[config.mk]
export PLATFORM = sky130hd
export DESIGN_NAME = out_sram_arbiter
export DESIGN_NICKNAME = d
export VERILOG_FILES = /design/src/rtl/out_sram_arbiter.sv
export SDC_FILE = /design/constraint.sdc
export NUM_CORES = 1
export LEC_CHECK = 0
export CORE_UTILIZATION = 47
export CTS_BUF_LIST = sky130_fd_sc_hd__clkbuf_16
export DETAILED_ROUTE_END_ITERATION = 10
export GPL_ROUTABILITY_DRIVEN = 1
export PLACE_DENSITY = 0.86
export SLEW_MARGIN = 20
export SYNTH_ARGS = -nofsm -noshare
export SYNTH_HDL_FRONTEND = slang
export SYNTH_SLANG_ARGS = --single-unit
[constraint.sdc]
create_clock -name clk -period 5.39 [get_ports clk]
set_clock_uncertainty 0.1 [all_clocks]
set_input_delay 1.617 -clock clk [delete_from_list [all_inputs] [get_ports clk]]
set_output_delay 1.617 -clock clk [all_outputs]
set_load 0.01 [all_outputs]
[src/rtl/out_sram_arbiter.sv]
// Round-robin arbiter that hands the output SRAM write port to one edge-buffer bank per stream.
// It forwards the owner's beats with one cycle of latency and closes stalled streams on timeout.
module out_sram_arbiter #(
    parameter int unsigned NUM_BANK = 4,
    parameter int unsigned DATA_W   = 16,
    parameter int unsigned NODE_W   = 8,
    parameter int unsigned TIMEOUT  = 64
) (
    input  logic                       clk,
    input  logic                       reset,
    input  logic [NUM_BANK-1:0]        bank_req,
    output logic [NUM_BANK-1:0]        bank_grant,
    input  logic [NUM_BANK-1:0]        bank_valid,
    input  logic [NUM_BANK-1:0]        bank_sos,
    input  logic [NUM_BANK-1:0]        bank_eos,
    input  logic [NUM_BANK*DATA_W-1:0] bank_data,
    input  logic [NUM_BANK*NODE_W-1:0] bank_node_id,
    input  logic                       sram_busy,
    output logic                       sram_wr_valid,
    output logic                       sram_sos,
    output logic                       sram_eos,
    output logic [DATA_W-1:0]          sram_data,
    output logic [NODE_W-1:0]          sram_node_id,
    output logic                       arb_busy,
    output logic                       err_timeout,
    output logic                       err_collide,
    output logic [15:0]                txn_cnt
);

    localparam int unsigned PtrW = (NUM_BANK > 1) ? $clog2(NUM_BANK) : 1;
    localparam int unsigned CntW = $clog2(TIMEOUT + 1);

    typedef enum logic {StIdle, StStream} state_e;

    state_e              state_q, state_d;
    logic [PtrW-1:0]     rr_ptr_q, rr_ptr_d;
    logic [PtrW-1:0]     owner_q, owner_d;
    logic [CntW-1:0]     idle_cnt_q, idle_cnt_d;
    logic                wr_valid_q, wr_valid_d;
    logic                sos_q, sos_d;
    logic                eos_q, eos_d;
    logic [DATA_W-1:0]   data_q, data_d;
    logic [NODE_W-1:0]   node_q, node_d;
    logic                err_timeout_q, err_timeout_d;
    logic                err_collide_q, err_collide_d;
    logic [15:0]         txn_cnt_q, txn_cnt_d;

    logic                gnt_found;
    logic [PtrW-1:0]     gnt_idx;
    logic [NUM_BANK-1:0] owner_oh;

    function automatic logic [PtrW-1:0] next_ptr(input logic [PtrW-1:0] p);
        if (32'(p) == NUM_BANK - 1) begin
            return '0;
        end
        return p + PtrW'(1);
    endfunction

    // First requester at or after rr_ptr, wrapping; only offered in IDLE with the SRAM free.
    always_comb begin
        int unsigned cand;
        gnt_found  = 1'b0;
        gnt_idx    = '0;
        bank_grant = '0;
        cand       = 0;
        if (reset && (state_q == StIdle) && !sram_busy) begin
            for (int unsigned i = 0; i < NUM_BANK; i++) begin
                cand = (32'(rr_ptr_q) + i) % NUM_BANK;
                if (!gnt_found && bank_req[cand]) begin
                    gnt_found = 1'b1;
                    gnt_idx   = PtrW'(cand);
                end
            end
            if (gnt_found) begin
                bank_grant[gnt_idx] = 1'b1;
            end
        end
    end

    always_comb begin
        owner_oh          = '0;
        owner_oh[owner_q] = 1'b1;
    end

    always_comb begin
        state_d       = state_q;
        rr_ptr_d      = rr_ptr_q;
        owner_d       = owner_q;
        idle_cnt_d    = idle_cnt_q;
        wr_valid_d    = 1'b0;
        sos_d         = 1'b0;
        eos_d         = 1'b0;
        data_d        = '0;
        node_d        = '0;
        err_timeout_d = err_timeout_q;
        err_collide_d = err_collide_q;
        txn_cnt_d     = txn_cnt_q;

        unique case (state_q)
            StIdle: begin
                if ((bank_valid & ~bank_grant) != '0) begin
                    err_collide_d = 1'b1;
                end
                if (gnt_found) begin
                    if (bank_valid[gnt_idx] && bank_sos[gnt_idx]) begin
                        wr_valid_d = 1'b1;
                        sos_d      = 1'b1;
                        eos_d      = bank_eos[gnt_idx];
                        data_d     = bank_data[32'(gnt_idx)*DATA_W +: DATA_W];
                        node_d     = bank_node_id[32'(gnt_idx)*NODE_W +: NODE_W];
                    end
                    if (bank_valid[gnt_idx] && bank_sos[gnt_idx] && bank_eos[gnt_idx]) begin
                        rr_ptr_d = next_ptr(gnt_idx);
                        if (txn_cnt_q != 16'hFFFF) begin
                            txn_cnt_d = txn_cnt_q + 16'd1;
                        end
                    end else begin
                        state_d    = StStream;
                        owner_d    = gnt_idx;
                        idle_cnt_d = '0;
                    end
                end
            end
            StStream: begin
                if ((bank_valid & ~owner_oh) != '0) begin
                    err_collide_d = 1'b1;
                end
                if (bank_valid[owner_q]) begin
                    wr_valid_d = 1'b1;
                    sos_d      = bank_sos[owner_q];
                    eos_d      = bank_eos[owner_q];
                    data_d     = bank_data[32'(owner_q)*DATA_W +: DATA_W];
                    node_d     = bank_node_id[32'(owner_q)*NODE_W +: NODE_W];
                    idle_cnt_d = '0;
                    if (bank_eos[owner_q]) begin
                        state_d  = StIdle;
                        rr_ptr_d = next_ptr(owner_q);
                        if (txn_cnt_q != 16'hFFFF) begin
                            txn_cnt_d = txn_cnt_q + 16'd1;
                        end
                    end
                end else if (idle_cnt_q == CntW'(TIMEOUT - 1)) begin
                    // Stalled owner: emit an empty eos beat so the SRAM side sees the stream end.
                    err_timeout_d = 1'b1;
                    state_d       = StIdle;
                    rr_ptr_d      = next_ptr(owner_q);
                    idle_cnt_d    = '0;
                    wr_valid_d    = 1'b1;
                    eos_d         = 1'b1;
                end else begin
                    idle_cnt_d = idle_cnt_q + CntW'(1);
                end
            end
            default: state_d = StIdle;
        endcase
    end

    always_ff @(posedge clk) begin
        if (!reset) begin
            state_q       <= StIdle;
            rr_ptr_q      <= '0;
            owner_q       <= '0;
            idle_cnt_q    <= '0;
            wr_valid_q    <= 1'b0;
            sos_q         <= 1'b0;
            eos_q         <= 1'b0;
            data_q        <= '0;
            node_q        <= '0;
            err_timeout_q <= 1'b0;
            err_collide_q <= 1'b0;
            txn_cnt_q     <= '0;
        end else begin
            state_q       <= state_d;
            rr_ptr_q      <= rr_ptr_d;
            owner_q       <= owner_d;
            idle_cnt_q    <= idle_cnt_d;
            wr_valid_q    <= wr_valid_d;
            sos_q         <= sos_d;
            eos_q         <= eos_d;
            data_q        <= data_d;
            node_q        <= node_d;
            err_timeout_q <= err_timeout_d;
            err_collide_q <= err_collide_d;
            txn_cnt_q     <= txn_cnt_d;
        end
    end

    assign sram_wr_valid = wr_valid_q;
    assign sram_sos      = sos_q;
    assign sram_eos      = eos_q;
    assign sram_data     = data_q;
    assign sram_node_id  = node_q;
    assign arb_busy      = (state_q == StStream);
    assign err_timeout   = err_timeout_q;
    assign err_collide   = err_collide_q;
    assign txn_cnt       = txn_cnt_q;

endmodule

==> flow_summary.json <==
{
  "cts_buffers": 9,
  "cp-start-kind": "primary input",
  "powerDensity_nw_per_um2": 204,
  "die-area_um2": 8970,
  "final_area_um2": 6190,
  "seq_area_frac_synth": 0.283,
  "clock_path_buffers": 2,
  "wl_per_cell_um": 17.7,
  "core.rowCount": 33,
  "hpwl_um": 9850,
  "die_w_um": 94.7,
  "syn_inst": 488,
  "placed_area_um2": 5890,
  "crit_fanout": 3,
  "num_vias": 4726,
  "drtIter0Drc": 269,
  "status": "completed",
  "critPathArrivalTime_ns": 3.64,
  "clock-root-buffer": "clkbuf_16",
  "path_cells": "clkdlybuf4s50_1 > buf_4 > o41ai_1 > nor3_2 > buf_4 > clkdlybuf4s50_1",
  "synth_seq_cells": 57,
  "first_pass_iters": 5,
  "fmax_mhz": 187,
  "grt_pass1_vias": 4745,
  "use_met2": 0.541,
  "rsz0062_at_grt": "false",
  "die_h_um": 94.7,
  "synth_area_leaders": "dfxtp_1 28%, mux4_2 15%, nand2_1 8.6%",
  "cts.sinks": 57,
  "synthFlopType": "dfxtp_1",
  "grt_pass1_wl_um": 21600,
  "numPortBuffers": 164,
  "async_flop_share": 0,
  "p_leak_nw": 2.45,
  "worst_pin_slew_ns": 0.969,
  "htreeDepth": 3,
  "num-nets-final": 777,
  "overflow": 0,
  "hold_violations": 0,
  "hold_class": "register to register",
  "wirelength_um": 13500,
  "grt_use_met3": 0.0612,
  "utilization": 0.750,
  "synth_edf_count": 0,
  "drc": 0,
  "relSlewSlack": 0.354,
  "ant_nets": 0,
  "area_growth_pct": 53.3,
  "antenna_found_initial": 0,
  "syn_avg_cell_area_um2": 8.27,
  "pin_count": 165,
  "slowest_stage": "o41ai_1",
  "max_stage_delay_ns": 0.71,
  "cts.clk_slew.worst_paths_ns": 0.05,
  "use_met1": 0.362,
  "critPathKind": "primary input to output port",
  "top_usage_layer": "met2",
  "tns_ns": 0,
  "grt_max_degree": 47,
  "finalCritPeriodShare": 0.995,
  "path_buf_inv": 4,
  "synth_top_cell_area_share": 0.283,
  "maxCapViolCount": 0,
  "cts_hold_buf": 0,
  "ys_types": 47,
  "track_usage": 0.312,
  "slew_violations": 0,
  "viasPerCell": 6.19,
  "yosysTopAreaCell": "dfxtp_1",
  "min_period_ns": 5.36,
  "syn_nets": 610,
  "synth_area_um2": 4040,
  "n_antenna_cell": 0,
  "end_kind": "output port",
  "core_area_um2": 8260,
  "ir_drop_mv": 0.171,
  "cts_tree": "built",
  "drive_above_1_share": 0.118,
  "path_delay_family": "buffers and inverters",
  "routabilityCongestion": 0.886,
  "setup_viol": 0,
  "initial_utilization": 0.489,
  "yosysWarnings": 0,
  "cp.required_ns": 3.67,
  "clock_latency_ns": 0.32
}
## state kept, by name, summed over array words and instances, names as in the netlist, 2 cells and up
| signal | flops |
|---|---|
| rr_ptr_q | 2 |
| sram_data | 16 |
| txn_cnt | 16 |
| sram_node_id | 8 |
| idle_cnt_q | 7 |
| owner_q | 2 |
## cells in the mapped netlist, types with 5 or more instances
| master | n |
|---|---|
| or3_1 | 5 |
| nand3_1 | 35 |
| mux2i_1 | 30 |
| inv_1 | 11 |
| nor3_1 | 10 |
| and3_1 | 5 |
| dfxtp_1 | 57 |
| mux4_2 | 27 |
| or4_1 | 9 |
| nand2b_1 | 5 |
| o31ai_1 | 10 |
| o21ai_0 | 8 |
| buf_1 | 5 |
| a21oi_1 | 21 |
| nor2_1 | 45 |
| clkbuf_1 | 28 |
| nand2_1 | 92 |
| a32oi_1 | 26 |
| o21a_1 | 5 |
| ha_1 | 7 |
## layout make-up
type | instances | area [µm²]
clock buffers | 9 | 225
clock inverters | 6 | 51.3
well taps | 105 | 131
repair buffers | 194 | 1870
inverters | 13 | 48.8
fillers | 606 | 2070
multi-input cells | 380 | 2720
flip-flops and latches | 57 | 1140
## report_power, final
| part | switching, mW | internal, mW | leakage, nW |
|---|---|---|---|
| combinational | 0.134 | 0.161 | 1.85 |
| clock | 0.184 | 0.347 | 0.141 |
| sequential | 0.00581 | 0.433 | 0.462 |
| total | 0.323 | 0.941 | 2.45 |
## worst reg2reg max path: cells and delay by family (launching register included)
family	cells	cell delay [ns]
flops	1	0.51
buf+inv	2	0.57
compound gates	8	2.20
## repair_timing
item,4_1_cts,5_1_grt
resized for setup,1,4
endpoints found under the setup margin,2,3
buffers inserted,0,1
pin swaps,1,2
## layer usage
| metal | routed length (µm) | up-vias |
|---|---|---|
| li1 | - | 2158 |
| met1 | 5050 | 2219 |
| met2 | 6740 | 311 |
| met3 | 1330 | 38 |
| met4 | 415 | 0 |
| met5 | 0 | - |
## cells by family after synthesis
logic type | after synthesis | synth area share
simple gates | 219 | 0.247
mux | 57 | 0.225
buf+inv | 51 | 0.0502
compound gates | 97 | 0.173
flops | 57 | 0.283
fa+ha+maj | 7 | 0.0217
## stage by stage
stage	hold slack [ns]	std cells	setup slack (ns)	total power, mW
global route	0.379	764	0.0344	1.31
detailed placement	0.344	748	-0.118	0.736
finish	0.349	764	0.0281	1.26
floorplan	0.322	488	0.529	0.574
global placement	0.333	748	-0.0694	0.727
CTS	0.351	763	0.0243	1.27
## final timing paths
kind	from	end	slack [ns]	depth (start not counted)
setup / recovery	bank_req[1]	bank_grant[2]	0.03	6
hold / removal	idle_cnt_q[6]$_SDFFE_PN0P_	idle_cnt_q[6]$_SDFFE_PN0P_	0.35	2
setup reg to reg	rr_ptr_q[1]$_SDFFE_PN0P_	txn_cnt[1]$_SDFFE_PN0P_	1.92	10
hold reg to reg	idle_cnt_q[6]$_SDFFE_PN0P_	idle_cnt_q[6]$_SDFFE_PN0P_	0.35	2
## cells in the final DEF (no fill, tap or decap), drive strengths merged, types with 13 or more instances in the layout
| master | count |
|---|---|
| clkdlybuf4s50 | 161 |
| nor2 | 46 |
| mux4 | 27 |
| a21oi | 21 |
| nand2 | 92 |
| a32oi | 26 |
| mux2i | 30 |
| inv | 13 |
| buf | 30 |
| nand3 | 35 |
| dfxtp | 57 |
Note: power is estimated with default switching activity, not from simulation.
